**src/rtl/multi_block_sprite.sv**
```systemverilog
// Multi-rectangle sprite renderer: frame-latched shadow registers, per-block blink,
// 2-stage pipeline (registered hit vector, then priority select and colour).
module multi_block_sprite #(
  parameter int NUM_BLOCKS   = 4,
  parameter int BLINK_FRAMES = 30,
  parameter int FCW          = 6
) (
  input  logic                     clk_in,
  input  logic                     rst_in,
  input  logic [10:0]              hcount_in,
  input  logic [9:0]               vcount_in,
  input  logic                     new_frame_in,
  input  logic [12*NUM_BLOCKS-1:0] x_in,
  input  logic [11*NUM_BLOCKS-1:0] y_in,
  input  logic [12*NUM_BLOCKS-1:0] xmax_in,
  input  logic [11*NUM_BLOCKS-1:0] ymax_in,
  input  logic [24*NUM_BLOCKS-1:0] color_in,
  input  logic [NUM_BLOCKS-1:0]    enable_in,
  input  logic [NUM_BLOCKS-1:0]    blink_in,
  output logic [7:0]               red_out,
  output logic [7:0]               green_out,
  output logic [7:0]               blue_out,
  output logic                     hit_out,
  output logic [3:0]               hit_idx_out
);

  logic [12*NUM_BLOCKS-1:0] x_sh, xmax_sh;
  logic [11*NUM_BLOCKS-1:0] y_sh, ymax_sh;
  logic [24*NUM_BLOCKS-1:0] color_sh, color_s1;
  logic [NUM_BLOCKS-1:0]    enable_sh, blink_sh;
  logic [NUM_BLOCKS-1:0]    hit_next, hit_s1;
  logic [FCW-1:0]           frame_cnt;
  logic                     hidden;

  logic                     win_hit;
  logic [3:0]               win_idx;
  logic [23:0]              win_color;

  logic [11:0]              h12, v12;

  assign h12 = {1'b0, hcount_in};
  assign v12 = {2'b0, vcount_in};

  // Shadow registers and blink phase only move on the frame pulse, so a frame never tears.
  // NOTE: state registers use non-blocking assignments so every flop samples pre-edge values.
  always_ff @(posedge clk_in) begin
    if (rst_in) begin
      x_sh      <= '0;
      y_sh      <= '0;
      xmax_sh   <= '0;
      ymax_sh   <= '0;
      color_sh  <= '0;
      enable_sh <= '0;
      blink_sh  <= '0;
      frame_cnt <= '0;
      hidden    <= 1'b0;
    end else if (new_frame_in) begin
      x_sh      <= x_in;
      y_sh      <= y_in;
      xmax_sh   <= xmax_in;
      ymax_sh   <= ymax_in;
      color_sh  <= color_in;
      enable_sh <= enable_in;
      blink_sh  <= blink_in;
      if (frame_cnt == FCW'(BLINK_FRAMES - 1)) begin
        frame_cnt <= '0;
        hidden    <= ~hidden;
      end else begin
        frame_cnt <= frame_cnt + 1'b1;
      end
    end
  end

  // Half-open interval test; an empty or inverted rectangle can never satisfy both bounds.
  // NOTE: every always_comb output gets a default first so no latch is inferred.
  always_comb begin
    hit_next = '0;
    for (int i = 0; i < NUM_BLOCKS; i++) begin
      hit_next[i] = enable_sh[i] && !(blink_sh[i] && hidden)
                 && (h12 >= x_sh[12*i +: 12]) && (h12 < xmax_sh[12*i +: 12])
                 && (v12 >= {1'b0, y_sh[11*i +: 11]})
                 && (v12 < {1'b0, ymax_sh[11*i +: 11]});
    end
  end

  // Colours travel with the hit vector so a frame pulse between stages cannot recolour a pixel.
  always_ff @(posedge clk_in) begin
    if (rst_in) begin
      hit_s1   <= '0;
      color_s1 <= '0;
    end else begin
      hit_s1   <= hit_next;
      color_s1 <= color_sh;
    end
  end

  // Scan from the top down so the lowest hitting index is the last one written.
  always_comb begin
    win_hit   = 1'b0;
    win_idx   = '0;
    win_color = '0;
    for (int i = NUM_BLOCKS - 1; i >= 0; i--) begin
      if (hit_s1[i]) begin
        win_hit   = 1'b1;
        win_idx   = 4'(i);
        win_color = color_s1[24*i +: 24];
      end
    end
  end

  always_ff @(posedge clk_in) begin
    if (rst_in) begin
      red_out     <= '0;
      green_out   <= '0;
      blue_out    <= '0;
      hit_out     <= 1'b0;
      hit_idx_out <= '0;
    end else begin
      red_out     <= win_color[23:16];
      green_out   <= win_color[15:8];
      blue_out    <= win_color[7:0];
      hit_out     <= win_hit;
      hit_idx_out <= win_idx;
    end
  end

endmodule

```
**config.mk**
```make
export PLATFORM = sky130hd
export DESIGN_NAME = multi_block_sprite
export DESIGN_NICKNAME = d
export VERILOG_FILES = /design/src/rtl/multi_block_sprite.sv
export SDC_FILE = /design/constraint.sdc
export NUM_CORES = 1
export LEC_CHECK = 0
export CAP_MARGIN = 20
export CELL_PAD_IN_SITES_DETAIL_PLACEMENT = 0
export CELL_PAD_IN_SITES_GLOBAL_PLACEMENT = 1
export CORE_ASPECT_RATIO = 1.2
export CORE_MARGIN = 10
export CORE_UTILIZATION = 40
export CTS_CLUSTER_SIZE = 16
export DETAILED_ROUTE_END_ITERATION = 10
export PLACE_DENSITY_LB_ADDON = 0.1
export SETUP_SLACK_MARGIN = 0.02
export SYNTH_ARGS = -nofsm -noshare
export SYNTH_HDL_FRONTEND = slang
export SYNTH_SLANG_ARGS = --single-unit
```
**constraint.sdc**
```tcl
create_clock -name clk_in -period 2.2 [get_ports clk_in]
set_input_delay 0.44 -clock clk_in [delete_from_list [all_inputs] [get_ports clk_in]]
set_output_delay 0.44 -clock clk_in [all_outputs]
set_load 0.05 [all_outputs]
```
==> out/results.ini, run 1 <==
[logic_synthesis]
synth_cells = 1886
avgSynthCellArea_sq_um = 9.74
ys_ff_latch = 422
yosysMostFrequentCell = dfxtp_1
synth_edf_count = 0
synth_ff_type = dfxtp_1
yosys-top-cells-count = 422 x dfxtp_1, 344 x nor2_1, 289 x mux2i_1
ys_seq_area_share_pct = 46.0
netlist.area_leader.share_pct = 46.0
synth.distinct_cells = 51
ys_warn_count = 0
synth_area_sq_um = 18400
ys_top_cells_by_area = dfxtp_1 46%, mux2i_1 16%, ha_1 11%
yosysTopAreaCell = dfxtp_1
ys_async_sr_fraction_pct = 0

[power]
vdd_drop_max_mv = 0.640
power_density_nw_per_um2 = 745
power_leakage_nw = 10.9
comb_power_share_pct = 13.3
internal-power_mw = 13.7
power_frac_clock_pct = 41.7
power_frac_seq_pct = 44.9
swShare_pct = 24.9
total_power_mw = 18.3
power.switching_mw = 4.56

[timing]
max_freq_mhz = 484
slew_headroom_pct = 40.2
slew_viol_final = 0
worstMarginPinSlew_ps = 896
hold-worst-slack_ps = 161
setup_viol = 0
hold_violations = 0
fin_crit_sh_pct = 93.9
min_period_ps = 2070
clock_skew_ps = 10.4
rsz0062_at_grt = false

[die]
die_area_sq_um = 54900
die_y_microns = 255
initial_core_util_pct = 40.6
num_rows = 85
num_io_pins = 341
die_w_microns = 216
core_sq_um = 45200

[critical_path]
critPathMaxFanout = 6
cp-start-kind = input port
slowest_stage = clkdlybuf4s50_1
crit_path_end_kind = register
cp.required_ps = 2720
critical_path.cell_chain = clkdlybuf4s50_1, buf_4, ha_1, a211oi_1, o21ai_1, a2111oi_4, and4_1
path_class = input port to register
crit_path_max_incr_delay_ps = 580
worstPathArrival_ps = 2590

[drt]
vias = 14100
wl_microns = 56500
first_pass_iters = 5
drtIter0Drc = 617
viasPerCell = 4.81
drc = 0
ant_nets = 0
wl_per_cell_microns = 19.3

[grt]
grt_max_degree = 172
antenna_found_initial = 8
grtUsageTotal_pct = 20.0
grt_pass1_wl_microns = 84600
grt_pass1_vias = 14600
grt-ovfl-total = 0

[cts]
insertion_delay_ps = 590
clkTransAtPathRegs_ps = 60
cts_made_buffers = 46
cts.sinks = 422
cts_tree = done
cts-htree-levels = 2
root_buffer = clkbuf_16
clk_path_buf_depth = 3

[place]
post-place-cells = 2841
place_area_sq_um = 23000
port_buffers = 338
place_hpwl_microns = 43600
gp_congestion = 0.839

[cells_and_area]
nets = 2754
n_fill_cell = 4170
drive_gt1_share_pct = 8.25
postLayoutCellArea_sq_um = 24600
fin_cells = 2929
synthToLayoutAreaGrowth_pct = 33.6

[hold_path]
hold_class = input port to register

[run_status]
status = finished, final reports clean

[flow_run]
maxCapViolations = 0

logic make-up after synthesis:
group / Yosys count / synth area share [%]
AOI/OAI and AO/OA: 177 / 6.63
muxes: 289 / 15.7
adders and majority gates: 162 / 11.0
other: 1 / 0.0204
and+or+nand+nor: 570 / 14.7
DFF: 422 / 46.0
xor gates and xnor gates: 6 / 0.286
buffers and inverters: 259 / 5.61
sequential cells by signal (all words and copies together), names as in the netlist, 6 cells and up:
signal,count
y_sh,44
green_out,8
red_out,8
blue_out,8
ymax_sh,44
frame_cnt,6
color_sh,96
x_sh,48
color_s1,96
xmax_sh,48
cell usage in the layout, fill, tap and decap left out, drive strengths merged, types with 6 or more instances in the layout:
cell type	count
a31oi	9
nor4	6
clkbuf	64
o21ai	13
nand4b	6
clkinv	12
nor3	31
mux2i	289
nand4	10
buf	108
inv	162
a211o	12
nand3	9
dlygate4sd2	24
clkdlybuf4s50	309
nor2b	122
o2111ai	7
a21o	17
ha	162
nand2b	14
a221oi	24
a21oi	58
a211oi	14
dfxtp	422
nor2	344
nand2	10
path summary, 6_finish.rpt:
check                    start           end  slack, ps  depth (start not counted)
setup reg to reg    ymax_sh[2]     hit_s1[0]        250                          7
hold / removal          rst_in   ymax_sh[43]        160                          2
hold reg to reg   color_sh[58]  color_s1[58]        450                          1
setup / recovery  vcount_in[1]     hit_s1[2]        130                          7
per-layer routing:
metal	part of all wire, %	wire, microns	vias to the layer above	GRT usage, %
li1	-	-	7149	-
met1	41	23100	6560	22.4
met2	52	29100	287	36.6
met3	4.9	2790	80	4.55
met4	2.5	1420	10	6.75
met5	0.11	62	-	0
power groups by stage:
stage,clock network (mW),registers [mW],logic (mW)
after floorplan,0,8.33,1.29
after global placement,0,8.38,2.42
after detailed placement,0,8.39,2.46
after CTS,7.87,8.23,2.48
after global routing,8.14,8.27,2.71
final,7.64,8.22,2.44
stage by stage:
| step | util (%) | setup WS, ps | setup TNS (ps) |
|---|---|---|---|
| floorplan | - | 448 | 0 |
| global placement | 51.0 | -548 | -1700 |
| detailed placement | 51.0 | -604 | -1880 |
| CTS | 54.3 | 20.9 | 0 |
| global route | 54.3 | 51.7 | 0 |
| finish | 54.3 | 135 | 0 |
worst max-delay path: cells and delay by family:
family,cells,cell delay (ps)
AOI/OAI and AO/OA,3,780
adders and majority gates,1,280
buffers and inverters,2,810
and+or+nand+nor,1,270
area by class of cell:
class	instances	area, sq um	area share [%]
multi-input cells	1206	8910	36.3
flip-flops and latches	422	8450	34.4
repair buffers	444	4300	17.5
clock buffers	64	1330	5.41
well taps	609	762	3.10
inverters	160	601	2.45
clock inverters	19	185	0.754
diodes	5	12.5	0.0510
what timing repair did:
| action | CTS | global route |
|---|---|---|
| endpoints found under the setup margin | 25 | 3 |
| hold buffers | 0 | 0 |
| gates resized for setup | 25 | 3 |
| pin swaps | 0 | 0 |
| setup buffers | 0 | 0 |
| hold endpoints to repair | 0 | 0 |
Note: power is estimated with default switching activity, not from simulation.
==> inputs of run 2 (changes only) <==
--- a/config.mk
+++ b/config.mk
@@ -10,7 +10,7 @@
 export CELL_PAD_IN_SITES_GLOBAL_PLACEMENT = 1
 export CORE_ASPECT_RATIO = 1.2
 export CORE_MARGIN = 10
-export CORE_UTILIZATION = 40
+export CORE_UTILIZATION = 36
 export CTS_CLUSTER_SIZE = 16
 export DETAILED_ROUTE_END_ITERATION = 10
 export PLACE_DENSITY_LB_ADDON = 0.1
==> constraint.sdc (replaced) <==
create_clock -name clk_in -period 1.8 [get_ports clk_in]
set_input_delay 0.36 -clock clk_in [delete_from_list [all_inputs] [get_ports clk_in]]
set_output_delay 0.36 -clock clk_in [all_outputs]
set_load 0.05 [all_outputs]
==> out/results.ini, run 2 (synthesized netlist as in run 1, its figures left out) <==
[critical_path]
crit_path_max_incr_delay_ps = 420
worstRegToRegCells = 7
worstPathArrival_ps = 2250
cp-start-kind = input port
critPathMaxFanout = 5
crit_start = hcount_in[6]
crit_path_end_kind = register
rr_endpoint = hit_s1[2]
rr_startpoint = x_sh[26]
critical_path.cell_chain = clkdlybuf4s50_1, buf_6, buf_4, ha_1, and4_1, o21ai_0, o211ai_1, a31o_2, and4_1
path_class = input port to register
critPathBufInv = 3
crit_path_frequent_cell = and4_1
cp.required_ps = 2280
reg2reg_slack_ps = 40
slowest_stage = clkdlybuf4s50_1
path_delay_family = buffers and inverters

[timing]
hold_violations = 0
min_period_ps = 1770
worstMarginPinSlew_ps = 744
rsz0062_at_grt = true
clock_skew_ps = 15.4
setup_ws_ps = 32.2
max_freq_mhz = 566
slew_headroom_pct = 50.4
setup_viol = 0
slew_viol_final = 0
hold-worst-slack_ps = 197
fin_crit_sh_pct = 98.2

[hold_path]
holdCritStartpoint = new_frame_in
hold_class = input port to register
holdPathStages = 3
min_to = color_sh[19]

[grt]
grt_use_met2_pct = 34.0
grt_max_degree = 157
met3_usage_pct = 3.92
grt_pass1_wl_microns = 88200
antenna_found_initial = 4
grt_busiest_layer = met2
grt_pass1_vias = 14800
met1_usage_pct = 22.5
grt-ovfl-total = 0
grtUsageTotal_pct = 19.0

[cts]
cts_tree = done
cts.sinks = 422
insertion_delay_ps = 590
cts_made_buffers = 46
clk_path_buf_depth = 3
post-cts-setup-buffers = 0
cts-htree-levels = 2
clkTransAtPathRegs_ps = 60
root_buffer = clkbuf_16

[cells_and_area]
n_fill_cell = 4741
drive_gt1_share_pct = 12.5
nets = 2779
fin_cells = 2981
mostFrequentLayoutCell = dfxtp_1
final_cell_mix = 412 x dfxtp_1, 343 x nor2_1, 300 x clkdlybuf4s50_1, 289 x mux2i_1, 156 x inv_1
synthToLayoutAreaGrowth_pct = 36.9
postLayoutCellArea_sq_um = 25100
reg_top3 = color_s1 (96), color_sh (96)

[power]
internal-power_mw = 16.8
comb_power_share_pct = 14.1
power.switching_mw = 5.62
power_leakage_nw = 11.0
swShare_pct = 25.0
total_power_mw = 22.4
power_frac_seq_pct = 44.8
power_frac_clock_pct = 41.1
power_density_nw_per_um2 = 892
vdd_drop_max_mv = 0.650

[flow_run]
maxCapViolations = 0

[place]
port_buffers = 338
place_area_sq_um = 23300
post-place-cells = 2902
pre_cts_slack_ps = -787
gp_congestion = 0.815
place_hpwl_microns = 44600

[drt]
drtIter0Drc = 577
vias = 14100
wl_per_cell_microns = 19.6
ant_nets = 0
wl_microns = 58400
viasPerCell = 4.72
first_pass_iters = 5
drc = 0

[die]
die_y_microns = 267
core_sq_um = 50400
die_area_sq_um = 60500
die_w_microns = 226
num_io_pins = 341
initial_core_util_pct = 36.4
num_rows = 90

[run_status]
status = finished, final reports clean

==> run 2: cell count changes in the layout (fill, tap and decap cells not counted), moves of 9 or more <==
cell,before,now
buf_4,95,131
dlygate4sd2_1,24,6
buf_12,11,22
nor3_1,31,21
clkdlybuf4s50_1,309,300
dfxtp_1,421,412
dfxtp_2,1,10
nor3_2,0,9
==> run 2: per-layer routing <==
metal | wire (microns) | vias to the layer above
li1 | - | 7181
met1 | 24800 | 6573
met2 | 29700 | 245
met3 | 2690 | 68
met4 | 1150 | 4
met5 | 36 | -
==> run 2: final cells by class <==
cell class	instances	area, sq um	area share, %
multi-input combinational	1206	9220	36.7
sequential	422	8460	33.6
timing repair buffer	469	4600	18.3
clock buffer	69	1340	5.32
tap	644	806	3.20
inverter	160	601	2.39
clock inverter	9	116	0.463
antenna	2	5.00	0.0199
==> run 2: worst max-delay path by stage <==
stage | endpoint | slack (ps) | cells past startpoint
final | hit_s1[2] | 30 | 9
after global routing | hit_s1[2] | -40 | 7
after CTS | hit_s1[0] | 20 | 10
after detailed placement | hit_s1[3] | -790 | 8
after global placement | hit_s1[3] | -770 | 8
after floorplan | hit_s1[1] | 130 | 7
==> run 2: what timing repair did <==
| action | CTS | global route |
|---|---|---|
| hold buffers | 0 | 0 |
| gates resized for setup | 40 | 40 |
| pin swaps | 18 | 17 |
| endpoints found under the setup margin | 11 | 13 |
==> run 2: through the flow <==
step                      TNS [ps]  utilization (%)
final                            0             49.9
after global routing         -96.2             49.9
after CTS                        0             49.4
after detailed placement     -3300             46.3
after global placement       -3300             46.3
after floorplan                  0                -
==> run 2: power by group through the flow <==
stage,clock network [mW],registers (mW),logic (mW)
2_1_floorplan,0,10.2,1.58
3_3_place_gp,0,10.2,3.05
3_5_place_dp,0,10.3,3.10
4_1_cts,9.50,10.1,3.15
5_1_grt,9.82,10.1,3.52
6_report,9.21,10.1,3.16
==> run 2: worst register-to-register path, delay by kind of cell (launching register included) <==
| kind | cells | cell delay (ps) |
|---|---|---|
| AOI/OAI and AO/OA | 4 | 850 |
| adders and majority gates | 1 | 210 |
| buffers and inverters | 1 | 50 |
| DFF | 1 | 350 |
| and+or+nand+nor | 1 | 200 |
==> inputs of run 3 (changes only) <==
--- a/config.mk
+++ b/config.mk
@@ -9,12 +9,13 @@
 export CELL_PAD_IN_SITES_DETAIL_PLACEMENT = 0
 export CELL_PAD_IN_SITES_GLOBAL_PLACEMENT = 1
 export CORE_ASPECT_RATIO = 1.2
-export CORE_MARGIN = 10
+export CORE_MARGIN = 3
 export CORE_UTILIZATION = 36
 export CTS_CLUSTER_SIZE = 16
 export DETAILED_ROUTE_END_ITERATION = 10
 export PLACE_DENSITY_LB_ADDON = 0.1
 export SETUP_SLACK_MARGIN = 0.02
+export SLEW_MARGIN = 20
 export SYNTH_ARGS = -nofsm -noshare
 export SYNTH_HDL_FRONTEND = slang
 export SYNTH_SLANG_ARGS = --single-unit
==> out/results.ini, run 3 (synthesized netlist as in run 1, its figures left out) <==
[run_status]
status = finished, final reports clean

[place]
gp_congestion = 0.805
port_buffers = 338
pre_cts_slack_ps = -839
place_hpwl_microns = 42800
place_area_sq_um = 23200

[critical_path]
worstPathArrival_ps = 2270
cp-start-kind = register
critPathMaxFanout = 2
cp.required_ps = 2280
path_class = register to register
crit_path_end_kind = register

[cts]
clk_path_buf_depth = 3
cts.sinks = 422
cts_tree = done
insertion_delay_ps = 580
cts_hold_buf = 0
cts-htree-levels = 2
clkTransAtPathRegs_ps = 60
root_buffer = clkbuf_16
cts_made_buffers = 46

[die]
core_sq_um = 50300
die_y_microns = 253
num_rows = 90
die_w_microns = 212
die_area_sq_um = 53800
initial_core_util_pct = 36.5
num_io_pins = 341

[drt]
wl_microns = 55700
viasPerCell = 4.73
drtIter0Drc = 572
vias = 14100
wl_per_cell_microns = 18.6
ant_nets = 0
first_pass_iters = 4
drc = 0

[timing]
worstMarginPinSlew_ps = 587
setup_ws_ps = 0.926
setup_viol = 0
slew_headroom_pct = 60.9
hold_violations = 0
slew_viol_final = 0
fin_crit_sh_pct = 99.9
rsz0062_at_grt = true
max_freq_mhz = 556
min_period_ps = 1800
tns_ps = 0
clock_skew_ps = 13.8

[power]
vdd_drop_max_mv = 0.668
power_leakage_nw = 11.1
power_density_nw_per_um2 = 906
total_power_mw = 22.8

[cells_and_area]
drive_gt1_share_pct = 13.2
final_cell_mix = 405 x dfxtp_1, 343 x nor2_1, 300 x clkdlybuf4s50_1, 289 x mux2i_1, 155 x inv_1
postLayoutCellArea_sq_um = 25200
synthToLayoutAreaGrowth_pct = 37.2
n_fill_cell = 4759
mostFrequentLayoutCell = dfxtp_1
reg_top3 = color_s1 (96), color_sh (96)
multi_input_area_sq_um = 9280
nets = 2778
seq_area_sq_um = 8470

[flow_run]
maxCapViolations = 0

[grt]
antenna_found_initial = 7
grt_max_degree = 114
grt_pass1_wl_microns = 84100
grt_pass1_vias = 14700
grtUsageTotal_pct = 20.5
grt-ovfl-total = 0

[hold_path]
hold_class = input port to register

-- run 3: changes by cell type in the layout (fill, tap and decap cells not counted), moves of 4 or more --
cell and delta:
buf_4 +10, dfxtp_1 -7, a221oi_1 -8, buf_12 -9, nor3_1 +4, clkbuf_1 -4
dfxtp_2 +7, a221oi_2 +7, clkbuf_8 +4
-- run 3: layout make-up --
cell class / count / share of cell area, %
clock inverter: 11 / 0.631
sequential: 422 / 33.6
inverter: 160 / 2.38
clock buffer: 70 / 5.57
antenna: 5 / 0.0497
tap: 644 / 3.20
timing repair buffer: 468 / 17.8
multi-input combinational: 1206 / 36.8
-- run 3: report_power, final --
group	switching [mW]	internal, mW
logic	1.43	1.69
registers	0.247	9.82
clock network	3.86	5.79
total	5.54	17.3
-- run 3: final timing paths --
check	slack, ps	end	cells after the start	startpoint
worst max-delay path	0.9	hit_s1[1]	6	x_sh[12]
worst min-delay path	200	color_sh[17]	3	new_frame_in
worst max register to register	0.9	hit_s1[1]	6	x_sh[12]
worst min register to register	460	color_s1[94]	1	color_sh[94]
-- run 3: repair_timing --
item,in CTS,in global routing
endpoints found under the setup margin,11,17
setup buffers,0,1
pin swaps,10,16
resized for setup,39,49
-- run 3: through the flow --
step / instances / util, % / hold WS, ps
floorplan: 1887 / - / 437
global placement: 2900 / 46.1 / 449
detailed placement: 2900 / 46.1 / 450
CTS: 2980 / 49.5 / 164
global route: 2984 / 50.1 / 184
finish: 2986 / 50.1 / 199
-- run 3: worst max-delay path, stage by stage (launching register included) --
cell and delay [ps]:
dfxtp_2 340, ha_4 260, nand2b_4 110, a2111oi_2 60, o31a_1 290, o32a_1 380
nor4_2 260
-- run 3: routing by layer --
layer	vias to the layer above	part of all wire (%)	global-route usage [%]
li1	7210	-	-
met1	6534	41	24.5
met2	296	51	37.3
met3	90	5.1	3.85
met4	8	2.6	5.95
met5	-	0.093	0
